## config.mk

```make
export PLATFORM = sky130hd
export DESIGN_NAME = mult_div_unit
export DESIGN_NICKNAME = d
export VERILOG_FILES = /design/src/rtl/mult_div_unit.sv
export SDC_FILE = /design/constraint.sdc
export NUM_CORES = 1
export LEC_CHECK = 0
export ABC_AREA = 1
export BUFFER_PORTS_ARGS = -buffer_cell sky130_fd_sc_hd__clkbuf_2
export CORE_MARGIN = 2
export CORE_UTILIZATION = 50
export CTS_CLUSTER_DIAMETER = 60
export DETAILED_ROUTE_END_ITERATION = 10
export PLACE_DENSITY = 0.69
export SETUP_SLACK_MARGIN = 0.3
export SLEW_MARGIN = 20
export SYNTH_ARGS = -nofsm -noshare
export SYNTH_HDL_FRONTEND = slang
export SYNTH_SLANG_ARGS = --single-unit
```

## constraint.sdc

```tcl
create_clock -name clk -period 4.65 [get_ports clk]
set_input_delay 0.93 -clock clk [delete_from_list [all_inputs] [get_ports clk]]
set_output_delay 0.93 -clock clk [all_outputs]
set_load 0.01 [all_outputs]
```

## src/rtl/mult_div_unit.sv

```systemverilog
// Iterative signed multiply/divide unit producing HI/LO.
// Multiply is radix-2 Booth; divide is restoring division on magnitudes,
// truncating toward zero. Each normal operation takes WIDTH iteration cycles
// plus one FIN cycle. A divide by zero finishes at once and leaves hi/lo untouched.
module mult_div_unit #(
  parameter int WIDTH = 32
) (
  input  logic             clk,
  input  logic             reset,
  input  logic             start,
  input  logic             op,
  input  logic [WIDTH-1:0] a,
  input  logic [WIDTH-1:0] b,
  output logic             busy,
  output logic             done,
  output logic             div_zero,
  output logic [WIDTH-1:0] hi,
  output logic [WIDTH-1:0] lo
);

  localparam int CW = $clog2(WIDTH) + 1;

  typedef enum logic [1:0] {IDLE, MULT, DIV, FIN} state_t;

  state_t           state_q, state_d;
  logic [CW-1:0]    cnt_q, cnt_d;
  // Multiply: sign-extended multiplicand. Divide: zero-extended |b|.
  logic [WIDTH:0]   opnd_q, opnd_d;
  // Multiply: P_hi. Divide: partial remainder.
  logic [WIDTH:0]   acc_q, acc_d;
  // Multiply: P_lo. Divide: dividend shifting out / quotient shifting in.
  logic [WIDTH-1:0] low_q, low_d;
  logic             qm1_q, qm1_d;
  logic             qneg_q, qneg_d;     // quotient must be negated
  logic             rneg_q, rneg_d;     // remainder takes the sign of a
  logic             div0_q, div0_d;
  logic [WIDTH-1:0] hi_q, hi_d;
  logic [WIDTH-1:0] lo_q, lo_d;

  // Datapath helpers
  logic [WIDTH-1:0] abs_a, abs_b;
  logic [WIDTH:0]   booth_sum;
  logic [WIDTH:0]   booth_acc;
  logic [WIDTH-1:0] booth_low;
  logic [WIDTH:0]   div_shift, div_trial, div_acc;
  logic [WIDTH-1:0] div_low;
  logic [WIDTH-1:0] quo_fin, rem_fin;

  // Operand magnitudes; INT_MIN maps to 2^(WIDTH-1), which is correct as unsigned.
  always_comb begin
    abs_a = a[WIDTH-1] ? (~a + 1'b1) : a;
    abs_b = b[WIDTH-1] ? (~b + 1'b1) : b;
  end

  // One Booth step: add/subtract/skip, then arithmetic shift of {P_hi,P_lo,q-1}.
  always_comb begin
    booth_sum = acc_q;
    case ({low_q[0], qm1_q})
      2'b01:   booth_sum = acc_q + opnd_q;
      2'b10:   booth_sum = acc_q - opnd_q;
      default: booth_sum = acc_q;
    endcase
    booth_acc = {booth_sum[WIDTH], booth_sum[WIDTH:1]};
    booth_low = {booth_sum[0], low_q[WIDTH-1:1]};
  end

  // One restoring-division step plus the signed fix-up used on the last step.
  always_comb begin
    div_shift = {acc_q[WIDTH-1:0], low_q[WIDTH-1]};
    div_trial = div_shift - opnd_q;
    if (!div_trial[WIDTH]) begin
      div_acc = div_trial;
      div_low = {low_q[WIDTH-2:0], 1'b1};
    end else begin
      div_acc = div_shift;
      div_low = {low_q[WIDTH-2:0], 1'b0};
    end
    quo_fin = qneg_q ? (~div_low + 1'b1) : div_low;
    rem_fin = rneg_q ? (~div_acc[WIDTH-1:0] + 1'b1) : div_acc[WIDTH-1:0];
  end

  // Next-state and datapath control.
  always_comb begin
    state_d = state_q;
    cnt_d   = cnt_q;
    opnd_d  = opnd_q;
    acc_d   = acc_q;
    low_d   = low_q;
    qm1_d   = qm1_q;
    qneg_d  = qneg_q;
    rneg_d  = rneg_q;
    div0_d  = div0_q;
    hi_d    = hi_q;
    lo_d    = lo_q;

    case (state_q)
      IDLE: begin
        if (start) begin
          cnt_d  = CW'(WIDTH);
          qm1_d  = 1'b0;
          acc_d  = '0;
          qneg_d = a[WIDTH-1] ^ b[WIDTH-1];
          rneg_d = a[WIDTH-1];
          div0_d = 1'b0;
          if (!op) begin
            opnd_d  = {a[WIDTH-1], a};
            low_d   = b;
            state_d = MULT;
          end else if (b != '0) begin
            opnd_d  = {1'b0, abs_b};
            low_d   = abs_a;
            state_d = DIV;
          end else begin
            div0_d  = 1'b1;
            state_d = FIN;
          end
        end
      end
      MULT: begin
        acc_d = booth_acc;
        low_d = booth_low;
        qm1_d = low_q[0];
        cnt_d = cnt_q - CW'(1);
        if (cnt_q == CW'(1)) begin
          hi_d    = booth_acc[WIDTH-1:0];
          lo_d    = booth_low;
          state_d = FIN;
        end
      end
      DIV: begin
        acc_d = div_acc;
        low_d = div_low;
        cnt_d = cnt_q - CW'(1);
        if (cnt_q == CW'(1)) begin
          hi_d    = rem_fin;
          lo_d    = quo_fin;
          state_d = FIN;
        end
      end
      FIN: begin
        state_d = IDLE;
      end
      default: state_d = IDLE;
    endcase
  end

  // State registers with synchronous reset that also aborts an operation.
  always_ff @(posedge clk) begin
    if (reset) begin
      state_q <= IDLE;
      cnt_q   <= '0;
      opnd_q  <= '0;
      acc_q   <= '0;
      low_q   <= '0;
      qm1_q   <= 1'b0;
      qneg_q  <= 1'b0;
      rneg_q  <= 1'b0;
      div0_q  <= 1'b0;
      hi_q    <= '0;
      lo_q    <= '0;
    end else begin
      state_q <= state_d;
      cnt_q   <= cnt_d;
      opnd_q  <= opnd_d;
      acc_q   <= acc_d;
      low_q   <= low_d;
      qm1_q   <= qm1_d;
      qneg_q  <= qneg_d;
      rneg_q  <= rneg_d;
      div0_q  <= div0_d;
      hi_q    <= hi_d;
      lo_q    <= lo_d;
    end
  end

  // Status outputs are decoded straight from the state register.
  always_comb begin
    busy     = (state_q == MULT) || (state_q == DIV);
    done     = (state_q == FIN);
    div_zero = (state_q == FIN) && div0_q;
    hi       = hi_q;
    lo       = lo_q;
  end

endmodule

```

## Yosys cells after proc, flatten, opt, wreduce, memory -nomap -nowiden

Index checks and enable logic that the tools add are counted.

| operators by class | value |
|---|---|
| reduce and logical (&&, ||, !) cells | 17 |
| mux-type cells | 32 |
| bitwise logic cells | 5 |
| $add $sub $neg | 8 |
| divide/modulo/power cells | 0 |
| eq/ne operators | 12 |
| shift operators | 0 |
| multiply operators | 0 |
| magnitude comparators | 0 |

Operators with widths:

| operator | count |
|---|---|
| 32-bit two-way mux | 11 |
| 33-bit two-way mux | 4 |
| 32-bit by 1-bit adder with 32-bit output, second input constant | 4 |
| 32-bit NOT | 4 |
| 32-bit case mux with 2 select lines | 2 |
| 33-bit case mux with 3 select lines | 1 |
| 32-bit case mux with 3 select lines | 1 |
| 33-bit case mux with 2 select lines | 1 |
| 33-bit subtractor | 2 |
| 33-bit adder | 1 |
| 32-bit nonzero test | 1 |
| 6-bit case mux with 2 select lines | 1 |
| 2-bit AND reduction | 5 |
| 3-bit AND reduction | 3 |
| 2-bit == test, second input constant | 3 |
| 6-bit by 1-bit == test with 1-bit output, second input constant | 1 |
| 2-bit two-way mux | 3 |
| 6-bit two-way mux | 1 |
| 2-bit inequality test, second input constant | 3 |
| 2-bit case mux with 3 select lines | 1 |
| 2-bit nonzero test | 3 |
| 6-bit by 1-bit subtractor with 6-bit output, second input constant | 1 |
| 1-bit two-way mux | 5 |
| 2-bit by 1-bit == test with 1-bit output, second input constant | 2 |
| 9 further kinds | 10 |

| storage, ports and cells | value |
|---|---|
| output and inout port bits | 67 |
| memories | 0 |
| flip-flop bits (word level) | 174 |
| bits in latches | 0 |
| RAM bits | 0 |
| input bits | 68 |
| memory bits (read-only) | 0 |

## Logic depth before layout (Yosys ltp)

Gate-level depths: netlist (run 1).

| logic depth | value |
|---|---|
| depth after elaboration | 7 |
| mapped depth | 31 |
| gate-level depth less buffers | 31 |

## Least setup slack after synthesis (run 1)

No wires, ideal clock.

| timing path | value |
|---|---|
| path kind | register to register |
| start | reg low_q[31] |
| end | reg lo_q[30] (netlist: lo[30]) |
| data required time | 4,517 ps |
| stages on the path, launching flop included | 28 |
| slack | 713 ps |
| data arrival time | 3,805 ps |
| period minus slack after synthesis | 3,937 ps |
| path buffers | 2 |
| cells stage by stage | dfxtp_1 -> inv_1 -> ha_1 -> inv_1 -> fa_1 -> nand2_1 -> nand2_1 -> nand3_1 -> nand2_2 -> nand2_2 -> nand2_4 -> nand2_4 -> nand3_2 -> nand2_4 -> buf_8 -> buf_4 -> ha_1 -> nand3_1 -> nor3_1 -> nand3_1 -> nor2_1 -> nand3_1 -> nor2_1 -> nand4_1 -> nor3_1 -> a31oi_1 -> o211ai_1 -> a21oi_1 |

| between the ends | value |
|---|---|
| word-level cells in the longest chain between the ends | 7 |
| elaborated cells on any way between the ends | 8 |

RTL lines:

| item | RTL line | RTL |
|---|---|---|
| start: declaration | 32 | `logic [WIDTH-1:0] low_q, low_d;` |
| start signal: assignment | 166 | `low_q <= low_d;` |
| 33-bit subtractor | 70 | `div_trial = div_shift - opnd_q;` |
| 1-bit two-way mux | 71 | `if (!div_trial[WIDTH]) begin` |
| 32-bit NOT | 78 | `quo_fin = qneg_q ? (~div_low + 1'b1) : div_low;` |
| 32-bit by 1-bit adder with 32-bit output | 78 |  |
| 32-bit two-way mux | 78 |  |
| 32-bit two-way mux | 134 | `if (cnt_q == CW'(1)) begin` |
| 32-bit case mux with 2 select lines * | 96 | `case (state_q)` |
| end signal: assignment | 172 | `lo_q <= lo_d;` |
| end: declaration | 38 | `logic [WIDTH-1:0] lo_q, lo_d;` |

Mark *: on every way between the ends. The rest lies on a longest branch, timed or not. The select of a mux whose other input is x is not followed.
A chain may end at the register's enable or synchronous reset.

## Final worst setup path (run 1)

| timing path | value |
|---|---|
| start | reg qm1_q |
| end | reg hi_q[23] (netlist: hi[23]) |

| between the ends | value |
|---|---|
| word-level cells in the longest chain between the ends | 4 |
| elaborated cells on any way between the ends | 5 |

RTL lines:

| item | RTL line | RTL |
|---|---|---|
| start: declaration | 33 | `logic qm1_q, qm1_d;` |
| start signal: assignment | 167 | `qm1_q <= qm1_d;` |
| 2-bit == test or 2-bit by 1-bit == test with 1-bit output (tied branches) | 58 | `case ({low_q[0], qm1_q})` |
| 33-bit case mux with 2 select lines * | 58 |  |
| 32-bit two-way mux * | 124 | `if (cnt_q == CW'(1)) begin` |
| 32-bit case mux with 2 select lines * | 96 |  |
| end signal: assignment | 171 | `hi_q <= hi_d;` |
| end: declaration | 37 | `logic [WIDTH-1:0] hi_q, hi_d;` |

Marked as above.

==> results of run 1 <==
[cells in the mapped netlist, drive strengths merged, types with 2 or more instances]
| cell | number | area, sq um |
|---|---|---|
| o221ai | 9 | 78.8 |
| dfxtp | 174 | 3480 |
| nor2 | 300 | 1190 |
| o2111ai | 3 | 26.3 |
| a31oi | 42 | 263 |
| clkinv | 6 | 22.5 |
| a211oi | 19 | 143 |
| nand3 | 191 | 986 |
| o31ai | 3 | 22.5 |
| xor2 | 68 | 596 |
| a21o | 4 | 30.0 |
| a221oi | 4 | 35.0 |
| fa | 2 | 40.0 |
| o311ai | 5 | 43.8 |
| a22oi | 9 | 67.6 |
| o21ai | 272 | 1370 |
| o32ai | 4 | 35.0 |
| nand4 | 35 | 219 |
| buf | 28 | 173 |
| o21bai | 12 | 90.1 |
| a21oi | 260 | 1330 |
| clkbuf | 99 | 372 |
| a41oi | 6 | 52.6 |
| xnor2 | 19 | 166 |
| nand2b | 2 | 12.5 |
| o211ai | 36 | 275 |
| nor3 | 49 | 272 |
| nor4 | 14 | 93.8 |
| nand3b | 10 | 75.1 |
| o22ai | 28 | 175 |
| nand2 | 784 | 3090 |
| a21boi | 3 | 22.5 |
| o21a | 2 | 15.0 |
| inv | 404 | 1520 |
| ha | 76 | 951 |
| or2 | 24 | 150 |
[stage by stage]
step	utilization	total power, mW	hold slack, ns
2_1_floorplan	-	7.62	0.447
3_3_place_gp	0.540	9.97	0.454
3_5_place_dp	0.540	10.0	0.457
4_1_cts	0.558	11.6	0.468
5_1_grt	0.577	13.1	0.481
6_report	0.577	12.3	0.466
[state kept, by name, indices dropped and copies added, names as in the netlist]
| register | count |
|---|---|
| low_q | 32 |
| state_q | 2 |
| div0_q | 1 |
| cnt_q | 6 |
| lo | 32 |
| hi | 32 |
| qneg_q | 1 |
| acc_q | 33 |
| qm1_q | 1 |
| rneg_q | 1 |
| opnd_q | 33 |
[area by class of cell]
type | count | area share
multi-input cells | 2299 | 0.628
clock buffers | 20 | 0.0224
well taps | 455 | 0.0286
clock inverters | 12 | 0.00759
flip-flops and latches | 174 | 0.176
diodes | 1 | 0.000126
repair buffers | 205 | 0.0606
inverters | 410 | 0.0773
[power groups by stage]
| stage | combinational [mW] | clock, mW | sequential [mW] |
|---|---|---|---|
| floorplan | 5.49 | 0 | 2.13 |
| global placement | 7.71 | 0 | 2.26 |
| detailed placement | 7.78 | 0 | 2.26 |
| CTS | 7.84 | 1.53 | 2.23 |
| global route | 9.24 | 1.58 | 2.30 |
| finish | 8.47 | 1.53 | 2.28 |
[routing by layer]
| metal | vias to the layer above | share of wire | global-route usage |
|---|---|---|---|
| met5 | - | 0 | 0 |
| met4 | 0 | 0.090 | 0.322 |
| met1 | 9980 | 0.38 | 0.471 |
| li1 | 10100 | - | - |
| met3 | 285 | 0.073 | 0.0538 |
| met2 | 1077 | 0.46 | 0.664 |
[kinds of logic after synthesis]
group / Yosys count
buf+inv: 537
xor+xnor: 87
flops: 174
fa+ha+maj: 78
simple gates: 1412
compound gates: 722
[worst max-delay path by stage]
stage / slack (ns) / to / cells past startpoint
4_1_cts: 0.30 / hi[29]$_SDFFE_PP0P_ / 30
3_3_place_gp: 0.22 / hi[30]$_SDFFE_PP0P_ / 26
5_1_grt: 0.17 / acc_q[31]$_SDFFE_PP0P_ / 31
2_1_floorplan: 0.71 / lo[30]$_SDFFE_PP0P_ / 27
6_report: 0.41 / hi[23]$_SDFFE_PP0P_ / 22
3_5_place_dp: 0.18 / hi[29]$_SDFFE_PP0P_ / 30
[what timing repair did]
action / CTS / global route
gates resized for setup: 9 / 157
buffers inserted: 1 / 15
hold buffers: 0 / 0
pin swaps: 1 / 54
setup endpoints to repair: 15 / 34
[worst register-to-register path: stages, from the launching register on]
cell and delay, ns:
dfxtp_1 0.34, inv_1 0.05, ha_1 0.27, inv_1 0.33, buf_4 0.29, nand2_1 0.09, xor2_1 0.24, inv_1 0.07
ha_1 0.34, a21oi_1 0.22, o21bai_1 0.09, a21oi_1 0.26, inv_1 0.12, a21boi_2 0.28, o21ai_0 0.23, nand2_1 0.16
nand3b_1 0.09, nand3_1 0.08, o21ai_0 0.17, nand2_1 0.11, nand3_1 0.08, nor2_1 0.17, nor2_1 0.06
==> flow_metrics.tcl, run 1 <==
set metrics [dict create \
    outcome "completed" \
    cp_common_cell "inv_1" \
    grt_usage 0.403 \
    pre_cts_slack_ns 0.181 \
    synth_mux_area_frac 0 \
    endpoint_kind "flip-flop" \
    setup-tns-final_ns 0 \
    slew_headroom 0.260 \
    power_frac_seq 0.186 \
    hold_violations 0 \
    fin_crit_sh 0.913 \
    min-delay-start "hi[3]$_SDFFE_PP0P_" \
    worstMarginPinSlew_ns 1.11 \
    firstDrtPassIters 8 \
    finalCriticalPeriod_ns 4.24 \
    synthArstFlopShare 0 \
    drive_gt1_frac 0.150 \
    crit_family "compound AO/OA/AOI/OAI gates" \
    pwr_density_cell_nw_per_um2 616 \
    critPathLaunchType "flip-flop" \
    tritoncts "done" \
    pwr-share-comb 0.690 \
    fp.dieH_um 191 \
    grt_max_degree 86 \
    worstReg2RegStart "qm1_q$_SDFFE_PP0P_" \
    rrSetupSlack_ns 0.41 \
    place_area_sq_um 18600 \
    synth-simple-area-share 0.349 \
    multi_input_area_sq_um 12500 \
    rows 68 \
    cp-startpoint "qm1_q$_SDFFE_PP0P_" \
    grt_setup_unrepaired "yes" \
    path_class "flip-flop to flip-flop" \
    die_area_sq_um 36500 \
    grt_pass1_wl_um 112000 \
    cts.clk_slew.worst_paths_ns 0.08 \
    path_max_fanout 12 \
    gp_congestion 1.04 \
    cp_cell_sequence "inv_1 > ha_1 > inv_1 > buf_4 > nand2_1 > xor2_1 > inv_1 > ha_1 > a21oi_1 > o21bai_1 > a21oi_1 > inv_1 > a21boi_2 > o21ai_0 > nand2_1 > nand3b_1 > nand3_1 > o21ai_0 > nand2_1 > nand3_1 > nor2_1 > nor2_1" \
    drc 0 \
    hold_path_depth 2 \
    die_w_um 191 \
    antenna_found_initial 1 \
    post_drt_wl_per_cell_um 20.8 \
    p_int_mw 5.20 \
    yosys_warnings 0 \
    p_clk_frac 0.125 \
    p_sw_mw 7.08 \
    syn_avg_cell_area_sq_um 5.82 \
    slew_violations 0 \
    vias 21500 \
    numPortBuffers 134 \
    synth_cell_types 62 \
    ant_nets 0 \
    layout_commonest_cell "nand2_1" \
    seq_area_frac_synth 0.199 \
    drt_iter0_markers 2222 \
    wl_um 74300 \
    synth-xor-area-share 0.0435 \
    r2r_cells 22 \
    ctsHtreeMaxLevel 4 \
    worst_slack_ns 0.405 \
    regArea_sq_um 3500 \
    crit_arrival_ns 4.60 \
    core_sq_um 34500 \
    crit_slowest_cell "dfxtp_1" \
    design_area_sq_um 19900 \
    clkLatencyLatePin_ns 0.46 \
    setup_violations 0 \
    worstReg2RegEnd "hi[23]$_SDFFE_PP0P_" \
    hold_path_class "flip-flop to flip-flop" \
    initial_core_util 0.507 \
    netlist_instances 3010 \
    finalNetCount 3253 \
    fillers 3568 \
    synth_flop_cell "dfxtp_1" \
    synth_edf_count 0 \
    ioPinCount 135 \
    dpl.hpwl_um 57700 \
    final_cells 3576 \
    numCtsBuffers 17 \
    vdd.ir_drop.worst_v 0.000425 \
    leakagePower_nw 9.37 \
    syn_nets 3156 \
    cp_num_buf_inv 5 \
    syn_area_sq_um 17500 \
    drv_cap 0 \
    synthAdderAreaFrac 0.0566 \
    cts.sinks 174 \
    dp.cells 3527 \
    synth_top_family_by_area "simple AND/OR/NAND/NOR gates" \
    synth-seq-cells 174 \
    swShare 0.577 \
    area_growth_pct 13.8 \
    grt.overflow.total 0 \
    root_buffer "clkbuf_16" \
    clock_skew_ns 0.0159 \
    fmax_ghz 0.236 \
    holdPathEnd "hi[3]$_SDFFE_PP0P_" \
    crit_path_max_incr_delay_ns 0.34 \
    synth_compound_area_frac 0.233 \
    critPathRequiredTime_ns 5.00 \
    via_per_inst 6.01 \
    grt_pass1_vias 19900 \
    final_cell_mix "nand2_1 (731), inv_1 (380), nor2_1 (265)" \
    cts_buffer_depth 2 \
]
No activity file was read; power rests on OpenSTA's default activity.
==> run 2, diff against run 1 <==
Settings changed: CORE_MARGIN 2 to 3, CORE_UTILIZATION 50 to 55, PLACE_DENSITY 0.69 to 0.75, REMOVE_ABC_BUFFERS set to 1.
==> run 2 against run 1 <==
  * Global-route usage shrank 0.69 points
  * Worst hold slack lost 0.0037 ns
  * Clock skew increased by 0.0012 ns
  * Combinational power decreased by 0.7%
  * Critical endpoint is now acc_q[31]$_SDFFE_PP0P_
  * Largest cell class unchanged
==> flow_metrics.tcl, run 2 (synthesized netlist as in run 1, its figures left out) <==
set metrics [dict create \
    outcome "completed" \
    drive_gt1_frac 0.144 \
    hold_path_class "flip-flop to flip-flop" \
    numPortBuffers 134 \
    leakagePower_nw 9.44 \
    grt_setup_unrepaired "yes" \
    slew_headroom 0.291 \
    crit_path_max_incr_delay_ns 0.36 \
    core_sq_um 31000 \
    fin_crit_sh 0.909 \
    drc 0 \
    ctsHtreeMaxLevel 4 \
    endpoint_kind "flip-flop" \
    grt_pass1_wl_um 107000 \
    drt_iter0_markers 2591 \
    fp.dieH_um 184 \
    vdd.ir_drop.worst_v 0.000448 \
    hold_violations 0 \
    clkLatencyLatePin_ns 0.48 \
    cp_common_cell "nand2_1" \
    fmax_ghz 0.237 \
    setup_violations 0 \
    pwr_density_cell_nw_per_um2 611 \
    numCtsBuffers 17 \
    clock_skew_ns 0.0171 \
    grt_pass1_vias 19800 \
    regArea_sq_um 3490 \
    grt_usage 0.396 \
    vias 21300 \
    ioPinCount 135 \
    cts_buffer_depth 2 \
    critPathLaunchType "flip-flop" \
    worstMarginPinSlew_ns 1.06 \
    cts.sinks 174 \
    gp_congestion 1.07 \
    drv_cap 0 \
    dp.cells 3481 \
    crit_slowest_cell "dfxtp_4" \
    final_cell_mix "nand2_1 (735), inv_1 (379), nor2_1 (267)" \
    grt.overflow.total 0 \
    die_w_um 184 \
    area_growth_pct 13.2 \
    fillers 2974 \
    wl_um 68900 \
    root_buffer "clkbuf_16" \
    grt_max_degree 79 \
    tritoncts "done" \
    path_class "flip-flop to flip-flop" \
    antenna_found_initial 0 \
    post_drt_wl_per_cell_um 19.6 \
    worst_slack_ns 0.425 \
    via_per_inst 6.06 \
    initial_core_util 0.565 \
    ant_nets 0 \
    die_area_sq_um 34000 \
    crit_arrival_ns 4.57 \
    design_area_sq_um 19800 \
    final_cells 3522 \
    finalCriticalPeriod_ns 4.23 \
    cts_hold_buf 0 \
    path_max_fanout 4 \
    pre_cts_slack_ns 0.0387 \
    n_antenna_cell 0 \
    top_regs "acc_q (33), opnd_q (33)" \
    cts.clk_slew.worst_paths_ns 0.08 \
    layout_commonest_cell "nand2_1" \
    firstDrtPassIters 8 \
    multi_input_area_sq_um 12400 \
    rows 64 \
    fin_util 0.640 \
    critPathRequiredTime_ns 4.99 \
    place_area_sq_um 18700 \
    finalNetCount 3259 \
    slew_violations 0 \
    dpl.hpwl_um 51900 \
]
[run 2: cell types whose count changed in the layout (fill, tap and decap cells not counted), moves of 5 or more]
cell,before,now
ha_2,11,2
dfxtp_2,13,1
nand2_2,39,34
dfxtp_1,161,171
ha_1,55,68
[run 2: through the flow]
step / total power, mW / setup TNS (ns) / hold slack [ns]
detailed placement: 9.92 / 0 / 0.456
floorplan: 7.41 / -266.31 / 0.447
global placement: 9.83 / 0 / 0.453
global route: 12.9 / 0 / 0.490
finish: 12.1 / 0 / 0.462
CTS: 11.5 / 0 / 0.467
[run 2: routing by layer]
layer / routed length [um] / global-route usage / share of wire
met4: 3230 / 0.187 / 0.047
met2: 30200 / 0.628 / 0.44
met3: 7140 / 0.0772 / 0.10
met5: 0 / 0 / 0
met1: 28300 / 0.520 / 0.41
[run 2: power by group]
part	internal, mW	switching [mW]
clock network	0.736	0.754
logic	2.55	5.86
registers	1.83	0.386
[run 2: worst max-delay path: cells and delay by family, from the launching register on]
family          cells  cell delay (ns)
fa+ha+maj           1             0.32
simple gates       21             2.43
buf+inv             6             0.51
compound gates      3             0.27
flops               1             0.36
xor+xnor            1             0.17
[run 2: final timing paths]
kind	startpoint	end	slack [ns]	cells after the start
worst max register to register	opnd_q[1]$_SDFFE_PP0P_	acc_q[31]$_SDFFE_PP0P_	0.42	32
worst max-delay path	opnd_q[1]$_SDFFE_PP0P_	acc_q[31]$_SDFFE_PP0P_	0.42	32
worst min register to register	hi[5]$_SDFFE_PP0P_	hi[5]$_SDFFE_PP0P_	0.46	2
worst min-delay path	hi[5]$_SDFFE_PP0P_	hi[5]$_SDFFE_PP0P_	0.46	2
[run 2: layout make-up]
cell class | instances | area share
Sequential cell | 174 | 0.176
Inverter | 410 | 0.0778
Clock buffer | 19 | 0.0228
Multi-Input combinational cell | 2299 | 0.627
Tap cell | 396 | 0.0250
Timing Repair Buffer | 211 | 0.0652
Clock inverter | 13 | 0.00650
[run 2: timing repair]
item | CTS | global route
buffers inserted | 0 | 9
pin swaps | 0 | 56
resized for setup | 9 | 134
setup endpoints to repair | 17 | 34
